<file path="config.mk">
export PLATFORM = sky130hd
export DESIGN_NAME = ann_to_snn_scheduler
export DESIGN_NICKNAME = d
export VERILOG_FILES = /design/src/rtl/a2s_pkg.sv /design/src/rtl/a2s_rr_arbiter.sv /design/src/rtl/ann_to_snn_scheduler.sv
export SDC_FILE = /design/constraint.sdc
export NUM_CORES = 1
export LEC_CHECK = 0
export BUFFER_PORTS_ARGS = -buffer_cell sky130_fd_sc_hd__buf_2
export CORE_UTILIZATION = 45
export DETAILED_ROUTE_END_ITERATION = 7
export PLACE_DENSITY = 0.78
export SETUP_SLACK_MARGIN = 0.05
export SLEW_MARGIN = 20
export SYNTH_ARGS = -nofsm -noshare
export SYNTH_HDL_FRONTEND = slang
export SYNTH_SLANG_ARGS = --single-unit
</file>
<file path="constraint.sdc">
create_clock -name clk -period 3.2 [get_ports clk]
set_clock_uncertainty 0.05 [all_clocks]
set_input_delay 0.64 -clock clk [delete_from_list [all_inputs] [get_ports clk]]
set_output_delay 0.64 -clock clk [all_outputs]
set_load 0.005 [all_outputs]
</file>
<file path="src/rtl/a2s_pkg.sv">
// a2s_pkg: state encoding and width helpers shared by the ANN-to-SNN scheduler
package a2s_pkg;
    typedef enum logic [2:0] {IDLE, GRANT, SEND, WAIT, RESP} state_t;
    function automatic int id_w(input int n);
        return (n > 1) ? $clog2(n) : 1;
    endfunction
    function automatic int idx_w(input int t);
        return $clog2(t) + 1;
    endfunction
endpackage

</file>
<file path="src/rtl/a2s_rr_arbiter.sv">
// a2s_rr_arbiter: combinational round-robin pick, searching upward from ptr and wrapping
module a2s_rr_arbiter #(
    parameter int N_REQ = 4,
    parameter int ID_W  = 2
) (
    input  logic [N_REQ-1:0] req,
    input  logic [ID_W-1:0]  ptr,
    output logic [N_REQ-1:0] grant,
    output logic [ID_W-1:0]  id,
    output logic             any
);
    // first set request at or after ptr wins
    always_comb begin
        grant = '0;
        id = '0;
        any = 1'b0;
        for (int i = 0; i < N_REQ; i++) begin
            if (!any && req[(int'(ptr) + i) % N_REQ]) begin
                any = 1'b1;
                id = ID_W'((int'(ptr) + i) % N_REQ);
                grant[(int'(ptr) + i) % N_REQ] = 1'b1;
            end
        end
    end
endmodule

</file>
<file path="src/rtl/ann_to_snn_scheduler.sv">
// ann_to_snn_scheduler: time-shares one ann_to_snn_converter among N_REQ requesters.
// Define A2S_SCHED_TIMEOUT_EN to bound WAIT by TIMEOUT_CYCLES and report expiry on rsp_err.
module ann_to_snn_scheduler
    import a2s_pkg::*;
#(
    parameter int N_REQ          = 4,
    parameter int DATA_WIDTH     = 8,
    parameter int T              = 4,
    parameter int TIMEOUT_CYCLES = 64,
    localparam int ID_W          = id_w(N_REQ)
) (
    input  logic                          clk,
    input  logic                          rst,
    input  logic [N_REQ-1:0]              req_valid,
    input  logic [N_REQ*T*DATA_WIDTH-1:0] req_data,
    output logic [N_REQ-1:0]              req_ready,
    output logic [DATA_WIDTH-1:0]         conv_data,
    output logic                          conv_valid,
    input  logic [T-1:0]                  conv_spike,
    input  logic                          conv_spike_valid,
    output logic                          rsp_valid,
    input  logic                          rsp_ready,
    output logic [ID_W-1:0]               rsp_id,
    output logic [T-1:0]                  rsp_spikes,
    output logic                          rsp_err,
    output logic                          busy
);
    localparam int CW = idx_w(T);
    localparam int BW = T * DATA_WIDTH;
    if (N_REQ < 2 || T < 2 || TIMEOUT_CYCLES < 1) begin : g_param_check
        $error("ann_to_snn_scheduler: N_REQ>=2, T>=2, TIMEOUT_CYCLES>=1 required");
    end
    state_t                       state;
    logic [ID_W-1:0]              rr_ptr, id_q, pick_id;
    logic [N_REQ-1:0]             pick_grant;
    logic                         pick_any;
    logic [T-1:0][DATA_WIDTH-1:0] burst_q;
    logic [CW-1:0]                idx;
    logic [T-1:0]                 spikes_q;
`ifdef A2S_SCHED_TIMEOUT_EN
    localparam int TW = $clog2(TIMEOUT_CYCLES + 1);
    logic [TW-1:0] wcnt;
    logic          err_q;
`endif
    a2s_rr_arbiter #(.N_REQ(N_REQ), .ID_W(ID_W)) u_arb (
        .req   (req_valid),
        .ptr   (rr_ptr),
        .grant (pick_grant),
        .id    (pick_id),
        .any   (pick_any)
    );
    // scheduler FSM: grant, stream the latched burst, wait for spikes, hold the response
    always_ff @(posedge clk) begin
        if (rst) begin
            state <= IDLE;
            rr_ptr <= '0;
            id_q <= '0;
            burst_q <= '0;
            idx <= '0;
            spikes_q <= '0;
`ifdef A2S_SCHED_TIMEOUT_EN
            wcnt <= '0;
            err_q <= 1'b0;
`endif
        end else begin
            case (state)
                IDLE: if (|req_valid) state <= GRANT;
                GRANT: begin
                    if (pick_any) begin
                        id_q <= pick_id;
                        burst_q <= req_data[pick_id*BW +: BW];
                        idx <= '0;
                        state <= SEND;
                    end else begin
                        state <= IDLE;
                    end
                end
                SEND: begin
                    idx <= idx + 1'b1;
`ifdef A2S_SCHED_TIMEOUT_EN
                    wcnt <= '0;
`endif
                    if (idx == CW'(T - 1)) state <= WAIT;
                end
                WAIT: begin
                    if (conv_spike_valid) begin
                        spikes_q <= conv_spike;
`ifdef A2S_SCHED_TIMEOUT_EN
                        err_q <= 1'b0;
`endif
                        state <= RESP;
                    end
`ifdef A2S_SCHED_TIMEOUT_EN
                    else if (wcnt == TW'(TIMEOUT_CYCLES - 1)) begin
                        spikes_q <= '0;
                        err_q <= 1'b1;
                        state <= RESP;
                    end else begin
                        wcnt <= wcnt + 1'b1;
                    end
`endif
                end
                RESP: begin
                    if (rsp_ready) begin
                        rr_ptr <= (id_q == ID_W'(N_REQ - 1)) ? '0 : id_q + 1'b1;
                        state <= (|req_valid) ? GRANT : IDLE;
                    end
                end
                default: state <= IDLE;
            endcase
        end
    end
    assign req_ready  = (state == GRANT) ? pick_grant : '0;
    assign conv_valid = state == SEND;
    assign conv_data  = conv_valid ? burst_q[idx[CW-2:0]] : '0;
    assign rsp_valid  = state == RESP;
    assign rsp_id     = id_q;
    assign rsp_spikes = spikes_q;
    assign busy       = state != IDLE;
`ifdef A2S_SCHED_TIMEOUT_EN
    assign rsp_err = err_q;
`else
    assign rsp_err = 1'b0;
`endif
endmodule

</file>
## After elaboration in Yosys (flattened, before gate mapping)

Index checks and enable logic that the tools add are counted.

- Register bits: 46

- Add/subtract/negate cells: 5
- Order comparisons: 9
- Equal/unequal tests: 11
- Shift-type cells: 1
- Mux-type cells: 45
- Bitwise logic cells: 6
- Reductions and logical operators: 22

Operators by type and width:

| operator | number |
|---|---|
| variable part select 128 x 8 -> 32 bit | 1 |
| two-way mux 4 bit | 5 |
| binary-select mux 8 bit (select 2 bit) | 1 |
| two-way mux 1 bit | 16 |
| two-way mux 8 bit | 2 |
| two-way mux 3 bit | 5 |
| one-hot mux 3 bit (5 select lines) | 1 |
| < comparator 3 x 4 -> 1 bit (second input constant) | 3 |
| two-way mux 2 bit | 6 |
| bitwise OR 4 bit | 3 |
| == test 3 x 2 -> 1 bit (second input constant) | 3 |
| >= comparator 3 x 1 -> 1 bit (second input constant) | 3 |
| binary-select mux 1 bit (select 2 bit) | 4 |
| demux 1 bit (select 2 bit) | 4 |
| AND reduction 2 bit | 4 |
| logical AND 1 bit | 7 |
| < comparator 2 x 3 -> 1 bit (second input constant) | 2 |
| != test 2 bit (second input constant) | 3 |
| one-hot mux 3 bit (2 select lines) | 1 |
| OR reduction 2 bit | 3 |
| adder 2 x 1 -> 2 bit (second input constant) | 2 |
| adder 2 bit (second input constant) | 2 |
| != test 2 x 1 -> 1 bit (second input constant) | 2 |
| AND reduction 4 bit | 1 |
| other kinds (11) | 15 |

## Logic depth before layout (Yosys ltp)

- Depth after elaboration: 16
- Depth in mapped cells: 11
- Mapped depth without buffers: 8

## By module

Synthesis repeated with hierarchy kept, for this count alone.

- Cell total of the unflattened synthesis: 256
- Area, all modules: 3143.0 sq um

By module, submodules not included:

| module | instances | cells an instance | area each (sq um) |
|---|---|---|---|
| ann_to_snn_scheduler | 1 | 211 | 2723.9 |
| a2s_rr_arbiter | 1 | 45 | 419.2 |

## Least setup slack after synthesis

No wires, ideal clock.

- Kind: register to register
- From: register rr_ptr[0]
- To: register burst_q[0] in the netlist's numbering
- Data arrival time: 2985 ps
- Data required time: 3028 ps
- Slack: 44 ps
- Stages on the path, launching flop included: 12
- Clock period less this slack: 3156 ps
- Cells stage by stage: dfxtp_1 > buf_6 > inv_1 > ha_1 > mux4_2 > nor2b_1 > o21a_1 > or2_1 > buf_6 > buf_6 > mux2_4 > a221o_1

- Longest elaborated chain between the ends: 13
- Elaborated cells on any way between the ends: 30
- Classes of those cells: 3 x add/sub; 1 x shift; 19 x mux; 7 x reduce/logical

RTL lines:

| what | RTL line | source |
|---|---|---|
| from (decl) | ann_to_snn_scheduler.sv:34 | `logic [ID_W-1:0] rr_ptr, id_q, pick_id;` |
| from (signal assigned) | ann_to_snn_scheduler.sv:105 | `rr_ptr <= (id_q == ID_W'(N_REQ - 1)) ? '0 : id_q + 1'b1;` |
| adder 2 x 1 -> 2 bit / binary-select mux 1 bit (select 2 bit) (equally long branches) | a2s_rr_arbiter.sv:18, a2s_rr_arbiter.sv:20 |  |
| binary-select mux 1 bit (select 2 bit) / two-way mux 1 bit (equally long branches) | a2s_rr_arbiter.sv:18 | `if (!any && req[(int'(ptr) + i) % N_REQ]) begin` |
| two-way mux 1 bit (not written as such) | a2s_rr_arbiter.sv:18 |  |
| two-way mux 1 bit (not written as such) / zero test 1 bit (equally long branches) | a2s_rr_arbiter.sv:18 |  |
| logical AND 1 bit | a2s_rr_arbiter.sv:18 |  |
| two-way mux 1 bit | a2s_rr_arbiter.sv:18 |  |
| zero test 1 bit | a2s_rr_arbiter.sv:18 |  |
| logical AND 1 bit | a2s_rr_arbiter.sv:18 |  |
| two-way mux 1 bit | a2s_rr_arbiter.sv:18 |  |
| zero test 1 bit | a2s_rr_arbiter.sv:18 |  |
| logical AND 1 bit | a2s_rr_arbiter.sv:18 |  |
| two-way mux 2 bit / two-way mux 1 bit (equally long branches) | a2s_rr_arbiter.sv:18 |  |
| variable part select 128 x 8 -> 32 bit / AND reduction 2 bit (equally long branches) | n/a |  |
| to (signal assigned) | ann_to_snn_scheduler.sv:71 | `burst_q <= req_data[pick_id*BW +: BW];` |
| to (decl) | ann_to_snn_scheduler.sv:37 | `logic [T-1:0][DATA_WIDTH-1:0] burst_q;` |

Several ways; a longest one is shown, not always the timed one. The select of a mux whose other input is x is not followed.
A chain may end at the register's enable or synchronous reset.

## Final worst setup path

- From: register rr_ptr[0]
- To: output req_ready[0]

- Longest elaborated chain between the ends: 14
- Elaborated cells on any way between the ends: 57
- Classes of those cells: 3 x add/sub; 8 x order compare; 27 x mux; 6 x bitwise; 13 x reduce/logical

RTL lines:

| what | RTL line | source |
|---|---|---|
| adder 2 x 1 -> 2 bit | a2s_rr_arbiter.sv:18, a2s_rr_arbiter.sv:21 |  |
| OR reduction 2 bit (no source line) | n/a |  |
| AND 1 bit (no source line) | n/a |  |
| < comparator 3 x 4 -> 1 bit (not written as such) / >= comparator 3 x 1 -> 1 bit (equally long branches) | a2s_rr_arbiter.sv:21 | `grant[(int'(ptr) + i) % N_REQ] = 1'b1;` |
| logical AND 1 bit (not written as such) | a2s_rr_arbiter.sv:21 |  |
| two-way mux 1 bit (not written as such) | a2s_rr_arbiter.sv:21 |  |
| demux 1 bit (select 2 bit) | n/a |  |
| bitwise OR 4 bit (no source line) | n/a |  |
| two-way mux 4 bit | a2s_rr_arbiter.sv:18 |  |
| bitwise OR 4 bit (no source line) | n/a |  |
| two-way mux 4 bit | a2s_rr_arbiter.sv:18 |  |
| bitwise OR 4 bit (no source line) | n/a |  |
| two-way mux 4 bit (*) | a2s_rr_arbiter.sv:18 |  |
| two-way mux 4 bit (*) | ann_to_snn_scheduler.sv:113 | `assign req_ready = (state == GRANT) ? pick_grant : '0;` |
| to (decl) | ann_to_snn_scheduler.sv:16 | `output logic [N_REQ-1:0] req_ready,` |

Mark *: on every way between the ends. The rest lies on a longest branch, timed or not. The select of a mux whose other input is x is not followed.

==> PnR_summary.wiki <==
{| class="wikitable"
! Metric !! Value
|-
| Overall global routing resource usage || a little over a quarter
|-
| Post-layout min period || 3.00 ns
|-
| Fin. Hold Viols || 0
|-
| Leakage || approximately 2.3 nW
|-
| Residual overflow from global routing || 0
|-
| Status || complete, no violations
|-
| Clock tree from TritonCTS || yes
|-
| Net count, final || 703
|-
| Number of primary I/O pins || 162
|-
| Iter 0 DRT Violations || ~250
|-
| Maximum ir drop on the vdd rail || roughly 0.15 mV
|-
| Die Footprint || 9220 um2
|-
| Area of the mapped netlist || ~4000 um2
|-
| Max incr delay on CP || 0.43 ns
|-
| Post-synthesis net count || 563
|-
| Core box area || 8380 um2
|-
| Sequential cell area fraction in the yosys report || a little under a quarter
|-
| Sink Count || 46
|-
| Initial antenna violation count || 1
|-
| Number of vias per cell after detailed routing || 6.04
|-
| Number of unique standard cell types used by synthesis || 42
|-
| Final setup violation count || 0
|-
| Launch point of the worst reg-to-reg path || rr_ptr[0]
|-
| Remaining design rule violation count || 0
|-
| Max cap viols || 0
|-
| Main synth FF type || dfxtp_1
|-
| Post-synth ARST share || 0%
|-
| Critical Path Start Type || flip-flop
|-
| Hold Path Origin || rsp_id[1]
|-
| Layout overhead on the synthesized area || 26.4%
|-
| Number of placement rows || 33
|-
| Worst path setup slack after routing || between 0.15 and 0.2 ns
|-
| Final WL || about 12,000 um
|-
| Worst setup timing slack at the placement stage || between 0.09 and 0.1 ns
|-
| Count of mapped cells out of synthesis || 412
|-
| Post-synthesis sequential element count || 46
|-
| Ratio of total power to cell area || between 300 and 400 nW/um2
|-
| Sum of buffers and inverters on the critical path || 2
|-
| Detailed Routing Iterations Pass 1 || 4
|-
| Average detailed-routed wire length per instance || ~19 um
|-
| Average cell area after synthesis || slightly below 10 um2
|-
| Accumulated negative setup slack || 0 ns
|-
| Starting utilization of the core area || 47.5%
|-
| Number of clock buffers inserted by TritonCTS || 5
|-
| Actual transition at the worst max-transition pin || about 0.77 ns
|-
| Cell types occupying the most area after synthesis || dfxtp_1, mux2_4, a221o_1
|-
| Number of vias in the routed layout || around 4,000
|-
| Root buffer cell || clkbuf_8
|-
| Maximum clock path buffer count || 2
|-
| Capturing element type of the critical path || primary output
|-
| Port-buffer cells || 160
|-
| Yosys warns || 0
|-
| Placed wire-length estimate after detailed placement || 8460 um
|-
| Number of antenna-violating nets in the routed design || 0
|-
| Setup repair after global routing missed its margin || false
|-
| Flop2flop setup slack || roughly 0.21 ns
|-
| Routability-driven placement congestion ratio || 0.846
|-
| Number of flops mapped to enable cells by yosys || 0
|-
| Type of the worst min-delay path || reg2reg
|-
| Vias in the first global route || around 3,800
|-
| Die Ht || between 90 and 100 um
|-
| Horizontal die dimension || slightly below 100 um
|-
| Largest net degree at the start of global routing || 45
|-
| Required time at the worst-slack endpoint || roughly 2.5 ns
|-
| Standard cell with the maximum stage delay on the critical path || mux4_2
|-
| Antenna Cells || 0
|-
| Clock Latency Late Sink || a little over 0.3 ns
|-
| Global-route wire length before repair || about 19,000 um
|-
| Max Transition Viols Final || 0
|-
| Crit share post-route || between 90 and 100%
|-
| Start-to-end type of the worst setup path || reg2out
|-
| Sequence of cells on the critical path || inv_2, ha_4, mux4_2, nor4b_4, a221oi_1, nor2_1, buf_2
|-
| Fill cell count || between 700 and 800
|-
| Worst max-slew margin expressed relative to the limit || about half
|-
| Synth area leader || dfxtp_1
|-
| CTS HTree Levels || 2
|-
| Worst path top cell family by delay || simple AND/OR/NAND/NOR gates
|-
| Fraction of layout cells with a size suffix above 1 || ~44%
|-
| Critical path data arrival time || 2.31 ns
|-
| Sum of internal, switching and leakage power || 1.66 mW
|-
| Synth top area share || 23.1%
|-
| Reg clk slew, reported paths || 0.10 ns
|-
| Crit. Startpoint || rr_ptr[0]
|-
| Max Freq || ~330 MHz
|-
| Biggest fanout along the worst timing path || 7
|}
==> synth_stat cells (all sizes together) (11+ instances only) <==
cell and instances:
buf 12, dfxtp 46, and3 33, o31a 32
nor3b 32, a221o 32, clkbuf 32, nor4b 33
nor2 28, mux4 12, ha 11, mux2 35
==> worst reg2reg max path, delay by kind of cell, from the launching register on <==
| family | cells | cell delay [ns] |
|---|---|---|
| DFF | 1 | 0.40 |
| adders and majority gates | 1 | 0.31 |
| muxes | 2 | 0.77 |
| buffers and inverters | 3 | 0.48 |
| AOI/OAI and AO/OA | 2 | 0.53 |
| and+or+nand+nor | 1 | 0.33 |
==> final timing paths <==
kind	endpoint	cells after the start
worst min-delay path	rsp_id[1]	2
worst min register to register	rsp_id[1]	2
worst max-delay path	req_ready[0]	7
worst max register to register	burst_q[19]	9
==> stage by stage <==
step | cell area, um2 | cells | utilization [%] | hold WS (ns)
finish | 5030 | 658 | 60.0 | 0.440
global route | 5030 | 658 | 60.0 | 0.463
CTS | 5000 | 657 | 59.7 | 0.442
detailed placement | 4840 | 645 | 57.7 | 0.423
global placement | 4840 | 645 | 57.7 | 0.414
floorplan | 3980 | 412 | - | 0.400
==> flip-flops by register name (all words and copies together), names as in the netlist <==
signal,flops
burst_q,32
idx,3
rr_ptr,2
rsp_id,2
rsp_spikes,4
state,3
==> area by class of cell <==
| cell class | instances | area (um2) | share of cell area, % |
|---|---|---|---|
| Clock buffer | 5 | 68.8 | 1.37 |
| Clock inverter | 3 | 45.0 | 0.896 |
| Inverter | 6 | 22.5 | 0.448 |
| Multi-Input combinational cell | 316 | 2860 | 56.8 |
| Sequential cell | 46 | 925 | 18.4 |
| Tap cell | 105 | 131 | 2.61 |
| Timing Repair Buffer | 177 | 978 | 19.5 |
==> cells by family after synthesis <==
logic type / synth area share, %
adder cells (fa/ha/maj): 3.46
AO/OA/AOI/OAI: 19.2
flip-flops: 23.1
AND/OR/NAND/NOR: 27.2
other: 0.0942
multiplexers: 20.9
buffers and inverters: 5.94
==> layout by cell type, fill, tap and decap left out, types with 2 or more instances in the layout <==
cell          n
and2_1        8
clkinvlp_4    2
a31oi_1       2
nor2b_1       4
inv_1         3
nor2_2        2
mux2i_1       6
clkbuf_8      5
a22oi_1       5
buf_12        4
mux2_4       29
nor2_1       26
a221oi_1      3
mux2_1        5
o31a_1       32
nor3b_1      32
mux4_2       12
nor3_1        2
nor4b_1      32
nor2b_4       2
a21oi_1       4
nand2_1       6
buf_4        13
dfxtp_1      45
nand2b_1      5
a221o_1      32
nand3_1       6
inv_2         3
and3_1       33
o21a_1        3
buf_2       160
ha_1         10
==> repair_timing <==
item	4_1_cts	5_1_grt
buffers inserted	4	1
pin swaps	1	1
resized for setup	3	7
hold buffers	0	0
endpoints found under the setup margin	4	36
==> metal layers <==
metal	vias up	share of wire [%]	track usage [%]
li1	1898	-	-
met1	1904	43	33.0
met2	163	49	46.0
met3	10	6.6	4.98
met4	0	1.0	8.33
met5	-	0	0
==> power by group <==
part           switching [mW]  leakage, nW  internal [mW]  total [mW]
logic                   0.241         1.88          0.280       0.521
registers              0.0505        0.376          0.632       0.682
clock network           0.220       0.0504          0.233       0.452
No activity file was read; power rests on OpenSTA's default activity.
